===== src/rtl/key_entry.sv =====
`default_nettype none
// ============================================================================
// Module      : key_entry
// Description : Assembles keypad key events into a BCD entry buffer and
//               converts it to binary on enter with a multiply-by-10 loop.
// Revision    : 1.0 - initial release
// ============================================================================
module key_entry #(
    parameter int         DIGITS      = 4,
    parameter int         VALUE_W     = 14,
    parameter logic       TRIG_ACTIVE = 1'b1,
    parameter logic [3:0] KEY_BS      = 4'hA,
    parameter logic [3:0] KEY_CLR     = 4'hB,
    parameter logic [3:0] KEY_ENT     = 4'hC
) (
    input  logic                  clk,
    input  logic                  rst_n,
    input  logic [3:0]            keycode_i,
    input  logic                  keytrig_i,
    output logic [4*DIGITS-1:0]   bcd_o,
    output logic [2:0]            digit_cnt_o,
    output logic [VALUE_W-1:0]    value_o,
    output logic                  value_valid_o,
    output logic                  busy_o,
    output logic                  err_o
);

    localparam int         c_BCD_W      = 4 * DIGITS;
    localparam logic [2:0] c_DIGITS_CNT = 3'(DIGITS);
    localparam logic [2:0] c_LAST_STEP  = 3'(DIGITS - 1);

    localparam logic [0:0] c_ST_ENTRY = 1'b0;
    localparam logic [0:0] c_ST_CONV  = 1'b1;

    logic [0:0]          r_state;
    logic                r_trig_prev;
    logic [c_BCD_W-1:0]  r_bcd;
    logic [2:0]          r_cnt;
    logic [c_BCD_W-1:0]  r_shreg;
    logic [VALUE_W-1:0]  r_acc;
    logic [2:0]          r_step;
    logic [VALUE_W-1:0]  r_value;
    logic                r_valid;
    logic                r_busy;
    logic                r_err;

    logic [0:0]          w_state;
    logic [c_BCD_W-1:0]  w_bcd;
    logic [2:0]          w_cnt;
    logic [c_BCD_W-1:0]  w_shreg;
    logic [VALUE_W-1:0]  w_acc;
    logic [2:0]          w_step;
    logic [VALUE_W-1:0]  w_value;
    logic                w_valid;
    logic                w_busy;
    logic                w_err;
    logic                w_key_event;
    logic [VALUE_W-1:0]  w_acc_calc;

    // One event per trigger pulse: active level now, idle level last cycle.
    assign w_key_event = (keytrig_i == TRIG_ACTIVE) && (r_trig_prev == ~TRIG_ACTIVE);

    // acc*10 built from shifts so no multiplier is inferred.
    assign w_acc_calc = (r_acc << 3) + (r_acc << 1) + VALUE_W'(r_shreg[c_BCD_W-1 -: 4]);

    always_comb begin
        w_state = r_state;
        w_bcd   = r_bcd;
        w_cnt   = r_cnt;
        w_shreg = r_shreg;
        w_acc   = r_acc;
        w_step  = r_step;
        w_value = r_value;
        w_valid = 1'b0;
        w_busy  = r_busy;
        w_err   = 1'b0;

        case (r_state)
            c_ST_ENTRY: begin
                if (w_key_event) begin
                    case (keycode_i)
                        4'h0, 4'h1, 4'h2, 4'h3, 4'h4,
                        4'h5, 4'h6, 4'h7, 4'h8, 4'h9: begin
                            if (r_cnt < c_DIGITS_CNT) begin
                                w_bcd = (r_bcd << 4) | c_BCD_W'(keycode_i);
                                w_cnt = r_cnt + 3'd1;
                            end else begin
                                w_err = 1'b1;
                            end
                        end
                        KEY_BS: begin
                            if (r_cnt != 3'd0) begin
                                w_bcd = r_bcd >> 4;
                                w_cnt = r_cnt - 3'd1;
                            end
                        end
                        KEY_CLR: begin
                            w_bcd = '0;
                            w_cnt = 3'd0;
                        end
                        KEY_ENT: begin
                            if (r_cnt != 3'd0) begin
                                w_shreg = r_bcd;
                                w_acc   = '0;
                                w_step  = 3'd0;
                                w_busy  = 1'b1;
                                w_bcd   = '0;
                                w_cnt   = 3'd0;
                                w_state = c_ST_CONV;
                            end
                        end
                        default: begin
                            // Unused codes (and unknown values) are ignored.
                        end
                    endcase
                end
            end
            c_ST_CONV: begin
                // Fixed latency: every digit, leading zeros included, takes a cycle.
                w_acc   = w_acc_calc;
                w_shreg = r_shreg << 4;
                w_step  = r_step + 3'd1;
                if (r_step == c_LAST_STEP) begin
                    w_value = w_acc_calc;
                    w_valid = 1'b1;
                    w_busy  = 1'b0;
                    w_state = c_ST_ENTRY;
                end
            end
            default: begin
                w_state = c_ST_ENTRY;
            end
        endcase
    end

    always_ff @(posedge clk) begin
        if (!rst_n) begin
            r_state     <= c_ST_ENTRY;
            r_trig_prev <= ~TRIG_ACTIVE;
            r_bcd       <= '0;
            r_cnt       <= 3'd0;
            r_shreg     <= '0;
            r_acc       <= '0;
            r_step      <= 3'd0;
            r_value     <= '0;
            r_valid     <= 1'b0;
            r_busy      <= 1'b0;
            r_err       <= 1'b0;
        end else begin
            r_state     <= w_state;
            r_trig_prev <= keytrig_i;
            r_bcd       <= w_bcd;
            r_cnt       <= w_cnt;
            r_shreg     <= w_shreg;
            r_acc       <= w_acc;
            r_step      <= w_step;
            r_value     <= w_value;
            r_valid     <= w_valid;
            r_busy      <= w_busy;
            r_err       <= w_err;
        end
    end

    assign bcd_o         = r_bcd;
    assign digit_cnt_o   = r_cnt;
    assign value_o       = r_value;
    assign value_valid_o = r_valid;
    assign busy_o        = r_busy;
    assign err_o         = r_err;

endmodule
`default_nettype wire


===== config.mk =====
export PLATFORM = sky130hd
export DESIGN_NAME = key_entry
export DESIGN_NICKNAME = d
export VERILOG_FILES = /design/src/rtl/key_entry.sv
export SDC_FILE = /design/constraint.sdc
export NUM_CORES = 1
export LEC_CHECK = 0
export CORE_ASPECT_RATIO = 0.6
export CORE_MARGIN = 10
export CORE_UTILIZATION = 60
export DETAILED_ROUTE_END_ITERATION = 10
export PLACE_DENSITY_LB_ADDON = 0.2
export SYNTH_ARGS = -nofsm -noshare
export SYNTH_HDL_FRONTEND = slang
export SYNTH_SLANG_ARGS = --single-unit
export TNS_END_PERCENT = 5

===== constraint.sdc =====
create_clock -name clk -period 3.7 [get_ports clk]
set_input_delay 0.37 -clock clk [delete_from_list [all_inputs] [get_ports clk]]
set_output_delay 0.37 -clock clk [all_outputs]
set_load 0.05 [all_outputs]

==> out/results.txt <==
The run finished with clean final reports. The area share of xor/xnor cells in the synthesized design is 1.41%, and the initial antenna violation count is 0. The power per cell area works out to 394 nW/um^2. Register bit total from synthesis: 70. The total core area is 6060 um^2, and the share of post-route cells with drive strength above 1 is 10.1%. The area of the die was 9860 um^2; the number of synthesized flops with an enable pin was 0.

Setup violations remaining at the end of the flow were counted as 0. When the netlist entered floorplanning its net count stood at 453. The number of cells on the worst reg-to-reg path is 8. The peak clock frequency supported by timing was 0.389 GHz. The signal on the critical path passes through fa_1 > inv_1 > fa_1 > nor2b_1 > o211ai_2 > a31oi_1 > nor3_1 > o41ai_1.

The worst flop-to-flop path endpoint was r_acc[10]. Counting the fill cells in the layout gives 488. The worst path uses 69.5% of the clock period. In this run, post-CTS hold repair placed 0 buffers. In the routed design, unresolved DRC markers number 0. The logs give 19.4% for the total global routing track utilization and 0.00164 uW for the reported leakage power.

The routed wire length was 9400 um; the number of vias per cell after detailed routing was 6.24. The CTS clock-pin slew for the worst setup and hold paths was 0.07 ns; the transition time of the tightest slew-check pin was 0.829 ns. For the starting utilization of the core area, the log shows 61.5%.

Data arrives at the worst endpoint at 2.81 ns. The number of placed I/O pins came out at 43. Setup repair after global routing left no endpoint under its margin. Data on the critical path is required at its endpoint by 3.94 ns. Kind of end point of the critical path: a register. Grouping stages by cell kind, the critical path spends the most delay in adder cells. OpenSTA, run right after detailed placement, puts the worst setup slack at 1.01 ns. The logs give 1.13 ns for the slack of the worst reg-to-reg path and 0 ns for the final sum of negative setup slack. The number of buffers added for setup after CTS was 0; the post-synthesis compound-gate area fraction was 25.1%. Sum of buffers and inverters on the critical path: 1. By area, the combinational part of the netlist is dominated by compound AO/OA/AOI/OAI gates. The launching point of the worst reg2reg path was r_shreg[15].

In this design, the stage delay of the slowest critical-path cell is 0.59 ns. The height of the die was 81.0 um; the post-layout minimum cycle time was 2.57 ns. Measured against the total synthesized area, the mux share comes to 0.538%. The count of vias placed by the detailed router came out at 3362. Counting every sink on the clock net gives 70.

The synthesized netlist cell count is 419, and the global-route wire length before repair is 15500 um. The cell area after technology mapping came out at 3720 um^2. Measured along the x axis, the die boundary spans 122 um. The tools report the HPWL after detailed placement as 6380 um. After Yosys synthesis, full adders, half adders and majority gates account for 9.68% of the synthesized area. Synthesis instantiated 60 different standard cells from the library. The later pin in the worst-skew pair is clocked with a latency of 0.36 ns.

The number of max-cap violations is 0. The slowest stage of the critical path belongs to the cell sky130_fd_sc_hd__fa_1. The first detailed-routing pass ran for 6 iterations. The sequential cells in the finished layout cover a total of 1400 um^2. The count of synthesis-stage warnings from yosys is 0.

Counting the buffers created by CTS gives 9. Share of flip-flops with an asynchronous set or reset after synthesis: 0%. The cell taking the most area after synthesis was sky130_fd_sc_hd__dfxtp_1. Measured against its own limit, the worst slew margin works out to 44.7%. The logs give 59 for the largest net degree at the start of global routing and 2989 for the via count of the first global-routing pass. Worst clock skew: 0.00865 ns.

The clock tree synthesis step divided the H-tree into 3 levels. The initialized floorplan defines 22 standard-cell rows. STA classifies the critical path startpoint as a register. For this run the aggregate overflow at the end of global routing stands at 0. For hold timing, the worst endpoint is value_o[7]. For the count of final max-slew check failures, the log shows 0. The critical path class is reg2reg. The area fraction of the dominant cell type after synthesis was 37.6%; the net count of the finished layout was 484. Worst min-delay path class: reg2reg. In this run, post-CTS repair resized a total of 0 instances. The clock passes through at most 2 buffers.

Relative to the synthesized area, the layout overhead comes to 17.5%. For this block, the initial DRC count from the detailed router was 340. After synthesis, the cell types taking the most area are sky130_fd_sc_hd__dfxtp_1, sky130_fd_sc_hd__ha_1, sky130_fd_sc_hd__nand2_1.

TritonCTS built the clock tree. The root buffer cell chosen for the clock tree is sky130_fd_sc_hd__clkbuf_8. The run gives 37.6% as the share of the yosys chip area belonging to registers. The placer's final routability congestion estimate was 0.924. The number of instances on the worst hold path is 2, and the area taken by multi-input logic gates is 2100 um^2. IR analysis of the VDD net gives a maximum drop of 0.000249 V. The tools report the antenna diode count as 0. Summing the areas of all and, or, nand and nor instances in the mapped netlist gives 19.7% of the synthesized area. The average instance area after synthesis is 8.89 um^2, and the number of nets still failing antenna checks after routing is 0.

Setup slack closes at 1.13 ns. The routed length per instance came out at 17.4 um. Among all flip-flop cells after synthesis, the most frequent one is sky130_fd_sc_hd__dfxtp_1. The number of hold-slack violations in the final timing report was 0. By instance count, the cell type seen most on the critical path is sky130_fd_sc_hd__fa_1.

In this run the worst path has a maximum fanout of 3. Count of input and output buffers: 42. The worst hold path begins at value_o[7].
worst max-delay path by stage:
stage,start,end,slack [ns],cells past startpoint
after global routing,r_shreg[15],r_acc[10],0.97,8
after floorplan,r_shreg[15],r_acc[10],1.48,8
after CTS,r_shreg[15],r_acc[10],1.12,8
after detailed placement,keycode_i[1],r_shreg[6],1.01,6
final,r_shreg[15],r_acc[10],1.13,8
after global placement,keycode_i[1],r_shreg[12],1.13,6
registers in the layout (all words and copies together) (netlist names):
signal and cells:
bcd_o 16, busy_o 1, digit_cnt_o 3, err_o 1
r_acc 13, r_shreg 16, r_state 1, r_step 3
r_trig_prev 1, value_o 14, value_valid_o 1
worst register-to-register path, cell delays in order, from the launching register on:
cell and delay [ns]:
sky130_fd_sc_hd__dfxtp_1 0.33, sky130_fd_sc_hd__fa_1 0.59, sky130_fd_sc_hd__inv_1 0.07, sky130_fd_sc_hd__fa_1 0.47
sky130_fd_sc_hd__nor2b_1 0.22, sky130_fd_sc_hd__o211ai_2 0.15, sky130_fd_sc_hd__a31oi_1 0.24, sky130_fd_sc_hd__nor3_1 0.11
sky130_fd_sc_hd__o41ai_1 0.29
cells by family (layout without fill, tap and decap cells):
logic type / count (synthesis) / after routing
flip-flops: 70 / 70
multiplexers: 2 / 2
AO/OA/AOI/OAI: 123 / 123
XOR/XNOR: 6 / 6
buffers and inverters: 43 / 79
AND/OR/NAND/NOR: 148 / 148
adder cells (fa/ha/maj): 27 / 27
power breakdown:
group / total (uW) / switching (uW) / internal (uW) / leakage [uW]
clock: 749 / 298 / 451 / 0.000118
combinational: 184 / 123 / 61.0 / 0.000951
sequential: 791 / 23.2 / 768 / 0.000566
total: 1720 / 445 / 1280 / 0.00164
placed cells by master, fill, tap and decap left out, types with 4 or more instances in the layout:
cell,count
sky130_fd_sc_hd__o2111ai_1,4
sky130_fd_sc_hd__nand3_1,26
sky130_fd_sc_hd__or3_1,4
sky130_fd_sc_hd__nand2_1,50
sky130_fd_sc_hd__clkdlybuf4s50_1,42
sky130_fd_sc_hd__nor2_1,31
sky130_fd_sc_hd__a22oi_2,9
sky130_fd_sc_hd__xnor2_1,4
sky130_fd_sc_hd__dfxtp_1,70
sky130_fd_sc_hd__a31oi_1,4
sky130_fd_sc_hd__a22oi_1,13
sky130_fd_sc_hd__a21oi_1,34
sky130_fd_sc_hd__nor3_1,12
sky130_fd_sc_hd__clkbuf_8,9
sky130_fd_sc_hd__o211ai_1,5
sky130_fd_sc_hd__inv_1,15
sky130_fd_sc_hd__ha_1,24
sky130_fd_sc_hd__buf_4,4
sky130_fd_sc_hd__o21ai_0,6
sky130_fd_sc_hd__a21oi_2,7
sky130_fd_sc_hd__nand4_1,4
sky130_fd_sc_hd__a22o_1,8
sky130_fd_sc_hd__a221oi_1,8
cell type report:
class | instances | share of cell area (%)
Clock inverter | 5 | 2.46
Tap cell | 84 | 2.40
Multi-Input combinational cell | 306 | 48.0
Sequential cell | 70 | 32.0
Clock buffer | 11 | 3.00
Timing Repair Buffer | 47 | 10.7
Inverter | 16 | 1.37
synthesized netlist by cell type, types with 3 or more instances:
| master | number |
|---|---|
| sky130_fd_sc_hd__a32oi_1 | 3 |
| sky130_fd_sc_hd__a21oi_2 | 7 |
| sky130_fd_sc_hd__a22oi_1 | 13 |
| sky130_fd_sc_hd__dfxtp_1 | 70 |
| sky130_fd_sc_hd__a31oi_1 | 4 |
| sky130_fd_sc_hd__o2111ai_1 | 4 |
| sky130_fd_sc_hd__and4_1 | 3 |
| sky130_fd_sc_hd__nor3_1 | 12 |
| sky130_fd_sc_hd__nand4_1 | 4 |
| sky130_fd_sc_hd__ha_1 | 24 |
| sky130_fd_sc_hd__xnor2_1 | 4 |
| sky130_fd_sc_hd__o211ai_1 | 5 |
| sky130_fd_sc_hd__a22oi_2 | 9 |
| sky130_fd_sc_hd__a211o_1 | 3 |
| sky130_fd_sc_hd__or3_1 | 4 |
| sky130_fd_sc_hd__nor2_1 | 31 |
| sky130_fd_sc_hd__nand3_1 | 26 |
| sky130_fd_sc_hd__and3_1 | 3 |
| sky130_fd_sc_hd__o21ai_0 | 6 |
| sky130_fd_sc_hd__fa_1 | 3 |
| sky130_fd_sc_hd__o21a_1 | 3 |
| sky130_fd_sc_hd__a21oi_1 | 34 |
| sky130_fd_sc_hd__a221oi_1 | 8 |
| sky130_fd_sc_hd__clkbuf_1 | 11 |
| sky130_fd_sc_hd__a22o_1 | 8 |
| sky130_fd_sc_hd__inv_1 | 16 |
| sky130_fd_sc_hd__buf_2 | 8 |
| sky130_fd_sc_hd__buf_6 | 4 |
| sky130_fd_sc_hd__nand2_1 | 50 |
metal layers:
layer	global-route usage (%)	vias up	wire, um
met1	27.6	1596	4400
met3	5.68	15	856
li1	-	1608	-
met5	0	-	0
met4	6.04	0	107
met2	27.5	143	4030
stage by stage:
stage | util [%] | power, uW | area [um^2] | cells | hold WS [ns]
after floorplan | - | 932 | 3720 | 419 | 0.432
after global placement | 68.3 | 987 | 4140 | 523 | 0.441
after detailed placement | 68.3 | 990 | 4140 | 523 | 0.450
after CTS | 72.3 | 1740 | 4380 | 539 | 0.459
after global routing | 72.3 | 1780 | 4380 | 539 | 0.488
final | 72.3 | 1720 | 4380 | 539 | 0.454
Power figures use the tool's default switching activity.
